[src/rtl/fp32_mul_issue_arbiter_pkg.sv]
// Shared FP unit types for the multiplier issue arbiter.
// Tags are sized for the largest supported requester count (8), so one
// result-queue entry layout serves every NUM_REQ configuration.
package FPUTypes;

  localparam int unsigned FMUL_ARB_MAX_REQ = 8;
  localparam int unsigned FMUL_ARB_TAG_W   = $clog2(FMUL_ARB_MAX_REQ);

  typedef logic [FMUL_ARB_TAG_W-1:0] FMulArbTagPath;

  typedef struct packed {
    FMulArbTagPath tag;
    logic [31:0]   data;
  } FMulArbResultPath;

endpackage

[src/rtl/fp32_mul_issue_arbiter_fmul.sv]
// FP32PipelinedMultiplier: IEEE-754 single-precision multiply, round to
// nearest even, denormal inputs and underflowed results flushed to signed
// zero, any NaN or inf*0 producing the canonical quiet NaN 0x7FC00000.
// Latency is PIPELINE_DEPTH-1 clocks, one new operation per clock, no stall.
// Ports: clk; lhs/rhs operands; product result.
module FP32PipelinedMultiplier #(
  parameter int unsigned PIPELINE_DEPTH = 5
) (
  input  logic        clk,
  input  logic [31:0] lhs,
  input  logic [31:0] rhs,
  output logic [31:0] product
);

  localparam int unsigned STAGES = PIPELINE_DEPTH - 1;

  logic        sign;
  logic        lhs_zero, rhs_zero, lhs_inf, rhs_inf, lhs_nan, rhs_nan;
  logic [47:0] prod;
  logic [9:0]  exp_sum;
  logic [22:0] keep;
  logic        guard, sticky;
  logic [23:0] mant_r;
  logic [31:0] result_c;
  logic [31:0] pipe [STAGES];

  // Full multiply in one combinational cone; the delay line below lets
  // register retiming spread it over the pipeline.
  always_comb begin
    sign     = lhs[31] ^ rhs[31];
    lhs_zero = (lhs[30:23] == 8'h00);
    rhs_zero = (rhs[30:23] == 8'h00);
    lhs_inf  = (lhs[30:23] == 8'hFF) && (lhs[22:0] == 23'd0);
    rhs_inf  = (rhs[30:23] == 8'hFF) && (rhs[22:0] == 23'd0);
    lhs_nan  = (lhs[30:23] == 8'hFF) && (lhs[22:0] != 23'd0);
    rhs_nan  = (rhs[30:23] == 8'hFF) && (rhs[22:0] != 23'd0);
    keep     = '0;
    guard    = 1'b0;
    sticky   = 1'b0;
    prod     = 48'({1'b1, lhs[22:0]}) * 48'({1'b1, rhs[22:0]});
    exp_sum  = 10'(lhs[30:23]) + 10'(rhs[30:23]) - 10'd127;
    // Significand product lies in [1,4): normalise by at most one place.
    if (prod[47]) begin
      keep    = prod[46:24];
      guard   = prod[23];
      sticky  = |prod[22:0];
      exp_sum = exp_sum + 10'd1;
    end else begin
      keep    = prod[45:23];
      guard   = prod[22];
      sticky  = |prod[21:0];
    end
    mant_r   = {1'b0, keep} + {23'd0, guard & (sticky | keep[0])};
    // Rounding carry-out leaves a zero fraction and bumps the exponent.
    exp_sum  = exp_sum + 10'(mant_r[23]);
    result_c = {sign, exp_sum[7:0], mant_r[22:0]};
    if ($signed(exp_sum) >= 10'sd255) begin
      result_c = {sign, 8'hFF, 23'd0};
    end else if ($signed(exp_sum) <= 10'sd0) begin
      result_c = {sign, 31'd0};
    end
    if (lhs_nan | rhs_nan | (lhs_inf & rhs_zero) | (rhs_inf & lhs_zero)) begin
      result_c = 32'h7FC0_0000;
    end else if (lhs_inf | rhs_inf) begin
      result_c = {sign, 8'hFF, 23'd0};
    end else if (lhs_zero | rhs_zero) begin
      result_c = {sign, 31'd0};
    end
  end

  // Data-only delay line; ownership is tracked by the caller's valid bits.
  always_ff @(posedge clk) begin
    pipe[0] <= result_c;
    for (int i = 1; i < STAGES; i++) begin
      pipe[i] <= pipe[i-1];
    end
  end

  assign product = pipe[STAGES-1];

endmodule

[src/rtl/fp32_mul_issue_arbiter_result_queue.sv]
// fp32_mul_result_queue: synchronous FIFO of {tag, data} results.
// Push and pop may coincide, also when full (the popped slot is the one
// being overwritten). Head is registered storage; no empty-queue bypass.
// Ports: clk, rst_n; push/push_data; pop; full, empty; head.
module fp32_mul_result_queue
  import FPUTypes::*;
#(
  parameter int unsigned DEPTH = 5
) (
  input  logic             clk,
  input  logic             rst_n,
  input  logic             push,
  input  FMulArbResultPath push_data,
  input  logic             pop,
  output logic             full,
  output logic             empty,
  output FMulArbResultPath head
);

  localparam int unsigned PTR_W = (DEPTH > 1) ? $clog2(DEPTH) : 1;
  localparam int unsigned CNT_W = $clog2(DEPTH + 1);

  FMulArbResultPath   mem [DEPTH];
  logic [PTR_W-1:0]   wr_ptr, rd_ptr;
  logic [CNT_W-1:0]   count;

  // Pointers and occupancy.
  always_ff @(posedge clk or negedge rst_n) begin
    if (!rst_n) begin
      wr_ptr <= '0;
      rd_ptr <= '0;
      count  <= '0;
    end else begin
      if (push) begin
        wr_ptr <= (32'(wr_ptr) == DEPTH - 1) ? '0 : wr_ptr + 1'b1;
      end
      if (pop) begin
        rd_ptr <= (32'(rd_ptr) == DEPTH - 1) ? '0 : rd_ptr + 1'b1;
      end
      if (push && !pop) begin
        count <= count + 1'b1;
      end else if (pop && !push) begin
        count <= count - 1'b1;
      end
    end
  end

  // Storage is not reset; stale entries are never visible past the pointers.
  always_ff @(posedge clk) begin
    if (push) begin
      mem[wr_ptr] <= push_data;
    end
  end

  assign head  = mem[rd_ptr];
  assign full  = (count == CNT_W'(DEPTH));
  assign empty = (count == '0);

endmodule

[src/rtl/fp32_mul_issue_arbiter.sv]
// fp32_mul_issue_arbiter: round-robin issue of NUM_REQ requesters into one
// shared non-stalling FP32 multiplier, with a credit-protected result queue.
// Ports: clk, rst_n; req_valid/req_lhs/req_rhs in, req_ready one-hot grant;
// res_valid/res_ready handshake with res_tag (owner) and res_data (product);
// busy while any operation is in flight or queued.
module fp32_mul_issue_arbiter
  import FPUTypes::*;
#(
  parameter int unsigned NUM_REQ        = 4,
  parameter int unsigned PIPELINE_DEPTH = 5,
  parameter int unsigned RESULT_DEPTH   = PIPELINE_DEPTH
) (
  input  logic                       clk,
  input  logic                       rst_n,
  input  logic [NUM_REQ-1:0]         req_valid,
  input  logic [NUM_REQ-1:0][31:0]   req_lhs,
  input  logic [NUM_REQ-1:0][31:0]   req_rhs,
  output logic [NUM_REQ-1:0]         req_ready,
  output logic                       res_valid,
  input  logic                       res_ready,
  output logic [$clog2(NUM_REQ)-1:0] res_tag,
  output logic [31:0]                res_data,
  output logic                       busy
);

  localparam int unsigned TAG_W  = $clog2(NUM_REQ);
  localparam int unsigned TP_LEN = PIPELINE_DEPTH - 1;
  localparam int unsigned CRED_W = $clog2(RESULT_DEPTH + 1);

  logic [CRED_W-1:0] cred;
  logic [TAG_W-1:0]  rr_ptr;
  logic [TAG_W-1:0]  grant_idx;
  logic              grant_any;
  int unsigned       cand;
  logic              can_issue, accept, deq;
  logic [31:0]       mul_lhs, mul_rhs, mul_product;
  logic              tp_valid [TP_LEN];
  FMulArbTagPath     tp_tag   [TP_LEN];
  FMulArbResultPath  q_push_data, q_head;
  logic              q_full, q_empty;

  // First valid requester at or after rr_ptr, wrapping.
  always_comb begin
    grant_any = 1'b0;
    grant_idx = '0;
    cand      = 0;
    for (int k = 0; k < NUM_REQ; k++) begin
      cand = (32'(rr_ptr) + 32'(k)) % NUM_REQ;
      if (!grant_any && req_valid[TAG_W'(cand)]) begin
        grant_any = 1'b1;
        grant_idx = TAG_W'(cand);
      end
    end
  end

  assign can_issue = (cred < CRED_W'(RESULT_DEPTH));
  assign accept    = grant_any & can_issue;
  assign req_ready = accept ? (NUM_REQ'(1) << grant_idx) : '0;
  assign deq       = res_valid & res_ready;
  assign busy      = (cred != '0);

  // Zeros when idle keep the multiplier inputs quiet; that result is dropped.
  assign mul_lhs = accept ? req_lhs[grant_idx] : '0;
  assign mul_rhs = accept ? req_rhs[grant_idx] : '0;

  FP32PipelinedMultiplier #(
    .PIPELINE_DEPTH (PIPELINE_DEPTH)
  ) u_fmul (
    .clk     (clk),
    .lhs     (mul_lhs),
    .rhs     (mul_rhs),
    .product (mul_product)
  );

  // Credits count accepted-but-not-dequeued operations; pointer advances past the winner.
  always_ff @(posedge clk or negedge rst_n) begin
    if (!rst_n) begin
      cred   <= '0;
      rr_ptr <= '0;
    end else begin
      if (accept && !deq) begin
        cred <= cred + 1'b1;
      end else if (deq && !accept) begin
        cred <= cred - 1'b1;
      end
      if (accept) begin
        rr_ptr <= (32'(grant_idx) == NUM_REQ - 1) ? '0 : grant_idx + 1'b1;
      end
    end
  end

  // Valid half of the tag pipe, aligned with the multiplier latency.
  always_ff @(posedge clk or negedge rst_n) begin
    if (!rst_n) begin
      for (int i = 0; i < TP_LEN; i++) begin
        tp_valid[i] <= 1'b0;
      end
    end else begin
      tp_valid[0] <= accept;
      for (int i = 1; i < TP_LEN; i++) begin
        tp_valid[i] <= tp_valid[i-1];
      end
    end
  end

  // Tag half of the tag pipe; only meaningful under its valid bit.
  always_ff @(posedge clk) begin
    tp_tag[0] <= FMUL_ARB_TAG_W'(grant_idx);
    for (int i = 1; i < TP_LEN; i++) begin
      tp_tag[i] <= tp_tag[i-1];
    end
  end

  assign q_push_data = '{tag: tp_tag[TP_LEN-1], data: mul_product};

  fp32_mul_result_queue #(
    .DEPTH (RESULT_DEPTH)
  ) u_resq (
    .clk       (clk),
    .rst_n     (rst_n),
    .push      (tp_valid[TP_LEN-1]),
    .push_data (q_push_data),
    .pop       (deq),
    .full      (q_full),
    .empty     (q_empty),
    .head      (q_head)
  );

  assign res_valid = !q_empty;
  assign res_tag   = TAG_W'(q_head.tag);
  assign res_data  = q_head.data;

  // Credits bound occupancy: a push can only meet a full queue alongside a pop.
  always @(posedge clk) begin
    if (rst_n) begin
      assert (!(tp_valid[TP_LEN-1] && q_full && !deq));
    end
  end

endmodule

[config.mk]
export PLATFORM = sky130hd
export DESIGN_NAME = fp32_mul_issue_arbiter
export DESIGN_NICKNAME = d
export VERILOG_FILES = /design/src/rtl/fp32_mul_issue_arbiter_pkg.sv /design/src/rtl/fp32_mul_issue_arbiter_fmul.sv /design/src/rtl/fp32_mul_issue_arbiter_result_queue.sv /design/src/rtl/fp32_mul_issue_arbiter.sv
export SDC_FILE = /design/constraint.sdc
export NUM_CORES = 2
export LEC_CHECK = 0
export ABC_AREA = 1
export ABC_CLOCK_PERIOD_IN_PS = 22700
export CORE_UTILIZATION = 26
export DETAILED_ROUTE_END_ITERATION = 10
export SLEW_MARGIN = 20
export SYNTH_ARGS = -nofsm -noshare
export SYNTH_HDL_FRONTEND = slang
export SYNTH_SLANG_ARGS = --single-unit
export TNS_END_PERCENT = 5
[constraint.sdc]
create_clock -name clk -period 22.7 [get_ports clk]
set_input_delay 4.54 -clock clk [delete_from_list [all_inputs] [get_ports clk]]
set_output_delay 4.54 -clock clk [all_outputs]
set_load 0.005 [all_outputs]
# == After elaboration in Yosys (flattened, before gate mapping) ==
# Memories as Yosys holds them, arrays and structs flattened.
# Index checks and enable logic that the tools add are counted.
# word_totals
regBits,18
latchBits,0
ramBits,315
rom_bits,0
in_bits,263
out_inout_bits,40
elab_cells,125
memories,3
# mem_list
name,depth,width,read_ports,rd_clocked_by_memory_dff,wr,line_no,source
u_resq.mem,5,35,1,0,1,fp32_mul_issue_arbiter_result_queue.sv:23,FMulArbResultPath mem [DEPTH];
u_fmul.pipe,4,32,4,0,4,fp32_mul_issue_arbiter_fmul.sv:25,logic [31:0] pipe [STAGES];
tp_tag,4,3,4,0,4,fp32_mul_issue_arbiter.sv:38,FMulArbTagPath tp_tag [TP_LEN];
# classes
addsub,15
n_mul,1
div_mod_pow,0
magnitude_cmp,8
eq_ne,5
n_shift,1
muxes,41
bitwise,12
reduce_logical,30
# op_table
cell,n
$mux W32,5
$bmux W32 S2,2
$mux W31,4
$mul A24 B24 Y48,1
$logic_not A23 Y1,2
$reduce_bool A23 Y1,2
$add A23 B1 Y24,1
$mux W23,1
$reduce_or A23 Y1,1
$reduce_or A22 Y1,1
$mux W3,6
$eq A8 B8 Y1 const B,2
$logic_not A8 Y1,2
$lt A2 B3 Y1 const B,5
$add A3 B1 Y3 const B,4
$mux W1,12
$logic_and A1 B1 Y1,11
$add A10 B1 Y10,1
$add A10 B1 Y10 const B,1
$ge A10 B9 Y1 const B,1
$le A10 B1 Y1 const B,1
$mux W10,1
$mux W2,5
$sub A10 B7 Y10 const B,1
other kinds (17),40

# == Longest topological paths before layout ==
# depth
depth_word,28
depth_mapped,72
mapped_depth_nobuf,66

# == Modules after synthesis ==
# A second synthesis with hierarchy kept.
# unflattened
cells_unflattened,4901
hier_area_um2,37288.3
# by_module_without_submodules
mod,n_inst,cells_per_inst,area_each_um2,seq_area_each_um2
FP32PipelinedMultiplier,1,3326,25194.2,2562.5
fp32_mul_result_queue,1,757,7921.3,5480.3
fp32_mul_issue_arbiter,1,818,4172.8,385.4

# == Least setup slack after synthesis ==
# OpenSTA, ideal clock, no wires.
# synth_path
kind,input-to-reg
startpoint,input port req_valid[2]
endpoint,memory u_fmul.pipe[0][18]
setup_time_ps,114
arrival_ps,14266
required_ps,22586
path_slack_ps,8321
path_stages,62
n_path_buf,7
cell_sequence,inv_1 -> o21ai_1 -> nand2_1 -> nand2_2 -> nor2_4 -> nand3_2 -> nand3_4 -> buf_4 -> buf_6 -> clkbuf_1 -> nand2_1 -> nand3_1 -> nand2_1 -> nor2_1 -> clkbuf_1 -> nand3_1 -> fa_1 -> inv_1 -> [26 not listed] -> nor3_1 -> nand4_1 -> nor2_1 -> ha_1 -> ha_1 -> nand3_1 -> inv_1 -> nand2_1 -> inv_2 -> nand3_1 -> nand2_1 -> nand2_1 -> inv_1 -> nand3_1 -> and2_4 -> nand2_2 -> buf_6 -> nor2_2
# synth_rtl
element,line_no,source
from (decl),fp32_mul_issue_arbiter.sv:15,"input logic [NUM_REQ-1:0] req_valid,"
to (decl),fp32_mul_issue_arbiter_fmul.sv:25,

==> results_dict.tcl <==
set metrics [dict create \
    status "finished clean" \
    wl_per_cell_microns 18.3 \
    grt_pass1_wl_mm 179 \
    cpLargestDelayFamily "simple AND/OR/NAND/NOR gates" \
    synth-seq-area-share_pct 24.0 \
    fin_cells 6334 \
    drc 0 \
    drive_gt1_share_pct 3.52 \
    cts_setup_buffers 0 \
    ys_types 54 \
    cts_max_path_buffers 3 \
    rsz0062_at_grt "no" \
    slowest_stage "nor2_2" \
    first_iter_violations 2330 \
    areaGrowthSynthToFinish_pct 17.0 \
    htreeDepth 1 \
    grt_max_degree 77 \
    cts_tree "done" \
    max_slew_margin_pct 22.8 \
    finalSetupViolations 0 \
    cts_resized 0 \
    ys.flop_type "edfxtp_1" \
    timing.setup.critical_path_class "primary input to register" \
    critPathMaxStageDelay_ps 800 \
    tightest_slew_ps 1160 \
    place_ws_ps 3540 \
    initial_core_util_pct 26.2 \
    ys_seq_elements 324 \
    antenna_found_initial 1 \
    grt_usage_pct 17.2 \
    grt_pass1_vias 30100 \
    holdCritPathClass "register to register" \
    netlist_area_sq_um 34500 \
    die_area_sq_um 134000 \
    period_share_pct 81.0 \
    synth_edf_count 170 \
    fill_cells 14000 \
    clk_pin_slew_worst_paths_ps 70 \
    setup_ws_ps 4310 \
    final_nets 5502 \
    synth_cells 4330 \
    cp_max_fo 64 \
    hold_viol 0 \
    gp_congestion 0.962 \
    cts_buffers 27 \
    cp-end-kind "register" \
    drtAntennaViolNets 0 \
    drtPass1Iterations 6 \
    worst_ep_arrival_time_ps 18820 \
    rows 133 \
    cp-start-kind "primary input" \
    dieHeight_microns 366 \
    cts_num_sinks 324 \
    dp.cells 6284 \
    max_cap_violations 0 \
    worst-path-buf-inv 14 \
    vias_per_cell 4.60 \
    tns_ps 0 \
    clk_latency_ps 560 \
    dp.final_hpwl_mm 92.2 \
    portBuffers 302 \
    root_buffer "clkbuf_16" \
    core_sq_um 131000 \
    worstPathRequired_ps 23130 \
    vias 29100 \
    final.min_clock_period_ps 18390 \
    syn_area_per_cell_sq_um 7.96 \
    skew_ps 11.8 \
    cp_common_cell "nand2_1" \
    yosysWarnings 0 \
    die_width_microns 366 \
    final_max_slew_viol_count 0 \
    antenna_cells 0 \
    ys_async_sr_fraction_pct 5.56 \
    drt-total-wl_mm 116 \
    grt_overflow 0 \
    synth_nets 5274 \
    io_pins 303 \
    hold_buffers 0 \
    max_freq_mhz 54.4 \
]
[worst paths after layout]
check / startpoint / to / slack (ps) / depth (start not counted)
max in group asynchronous: rst_n / u_resq.rd_ptr[0] / 17560 / 1
worst min-delay path: u_fmul.pipe[0][30] / u_fmul.pipe[1][30] / 320 / 0
worst min register to register: u_fmul.pipe[0][30] / u_fmul.pipe[1][30] / 320 / 0
min in group asynchronous: rst_n / u_resq.wr_ptr[2] / 4510 / 1
worst max register to register: rr_ptr[0] / u_fmul.pipe[0][12] / 8040 / 60
worst max-delay path: req_valid[2] / u_fmul.pipe[0][12] / 4310 / 61
[synth_stat cells (3+ instances only)]
cell      instances  area share, %
a21oi_1          59           0.86
nand3b_1          4          0.087
buf_2            31           0.45
dfrtp_1          18            1.3
clkbuf_1         99            1.1
nor4_1            3          0.054
xor2_1           43            1.1
nand2_2           6           0.11
nand3_2           4           0.12
a31oi_1          36           0.65
nand3_1         268            3.9
dfxtp_1         136            7.9
o211ai_1          8           0.17
or2_2             6           0.11
o21ai_1           7           0.10
ha_1            196            7.1
a21o_1            6           0.13
a32oi_1           4           0.10
nor2_1          670            7.3
o21a_1            3          0.065
buf_4            14           0.30
inv_1           840            9.1
o21ai_0         128            1.9
buf_1             8          0.087
buf_6             7           0.23
nand2_1         947             10
nand4_1          30           0.54
fa_1            485             28
a21boi_0          3          0.065
edfxtp_1        170             15
xnor2_1          18           0.46
nor3_1           15           0.22
inv_2             8          0.087
nor2_2           17           0.31
o21bai_1          8           0.17
clkinv_1          5          0.054
[kinds of logic after synthesis]
logic type / synth area share [%]
xor gates and xnor gates: 1.55
AOI/OAI and AO/OA: 4.39
adders and majority gates: 35.3
DFF: 24.0
and+or+nand+nor: 23.3
muxes: 0.0327
buffers and inverters: 11.4
[metal layers]
| layer | wire length (microns) | up-vias | GRT usage [%] |
|---|---|---|---|
| li1 | - | 13600 | - |
| met1 | 48100 | 14200 | 22.1 |
| met2 | 54800 | 1096 | 29.4 |
| met3 | 8550 | 216 | 2.39 |
| met4 | 4350 | 0 | 5.74 |
| met5 | 0 | - | 0 |
[through the flow]
step	utilization, %	instance area (sq um)	hold WS (ps)
after CTS	30.7	40300	325
after global placement	30.0	39400	310
after detailed placement	30.0	39400	312
final	30.7	40300	318
after floorplan	-	34500	310
after global routing	30.7	40300	328
[sequential cells by signal (all words and copies together), names as in the netlist]
signal         cells
u_fmul.pipe      128
rr_ptr             2
u_resq.count       3
cred               3
tp_tag             8
u_resq.wr_ptr      3
u_resq.mem       170
tp_valid           4
u_resq.rd_ptr      3
[final cells by class]
type / count / area (sq um) / share of cell area (%)
inverter: 853 / 3200 / 7.94
tap: 1755 / 2200 / 5.44
clock inverter: 13 / 150 / 0.372
timing repair buffer: 358 / 3440 / 8.53
sequential: 324 / 8280 / 20.5
multi-input combinational: 2994 / 22300 / 55.3
clock buffer: 37 / 764 / 1.89
[cells in the final DEF, fill, tap and decap left out, drive strengths merged, types with 2 or more instances in the layout]
| cell | netlist | layout |
|---|---|---|
| or2 | 7 | 7 |
| o21a | 3 | 3 |
| nor3 | 16 | 16 |
| dfrtp | 18 | 18 |
| clkinv | 5 | 10 |
| o211ai | 8 | 8 |
| edfxtp | 170 | 170 |
| nand4 | 30 | 30 |
| a31oi | 36 | 36 |
| ha | 196 | 196 |
| o21ai | 135 | 135 |
| nand2 | 953 | 953 |
| and2 | 3 | 3 |
| inv | 848 | 853 |
| xor2 | 43 | 43 |
| xnor2 | 18 | 18 |
| a211oi | 2 | 2 |
| nand3 | 273 | 273 |
| nor4 | 3 | 3 |
| nor2 | 688 | 688 |
| nand3b | 4 | 4 |
| a21o | 6 | 6 |
| buf | 60 | 56 |
| a21oi | 60 | 60 |
| dfxtp | 136 | 136 |
| clkdlybuf4s50 | 0 | 302 |
| clkbuf | 99 | 37 |
| fa | 485 | 485 |
| o21bai | 8 | 8 |
| a32oi | 4 | 4 |
| bufinv | 0 | 2 |
| a21boi | 3 | 3 |
[worst reg2reg max path, delay by kind of cell (launching register included)]
| kind | cells | cell delay [ps] |
|---|---|---|
| buffers and inverters | 14 | 2710 |
| AO/OA/AOI/OAI | 2 | 370 |
| AND/OR/NAND/NOR | 34 | 6670 |
| flip-flops | 1 | 580 |
| adder cells (fa/ha/maj) | 10 | 4220 |
Power is not shown: default switching activity piles up to over one toggle a cycle in this logic, so the estimate is an artifact.
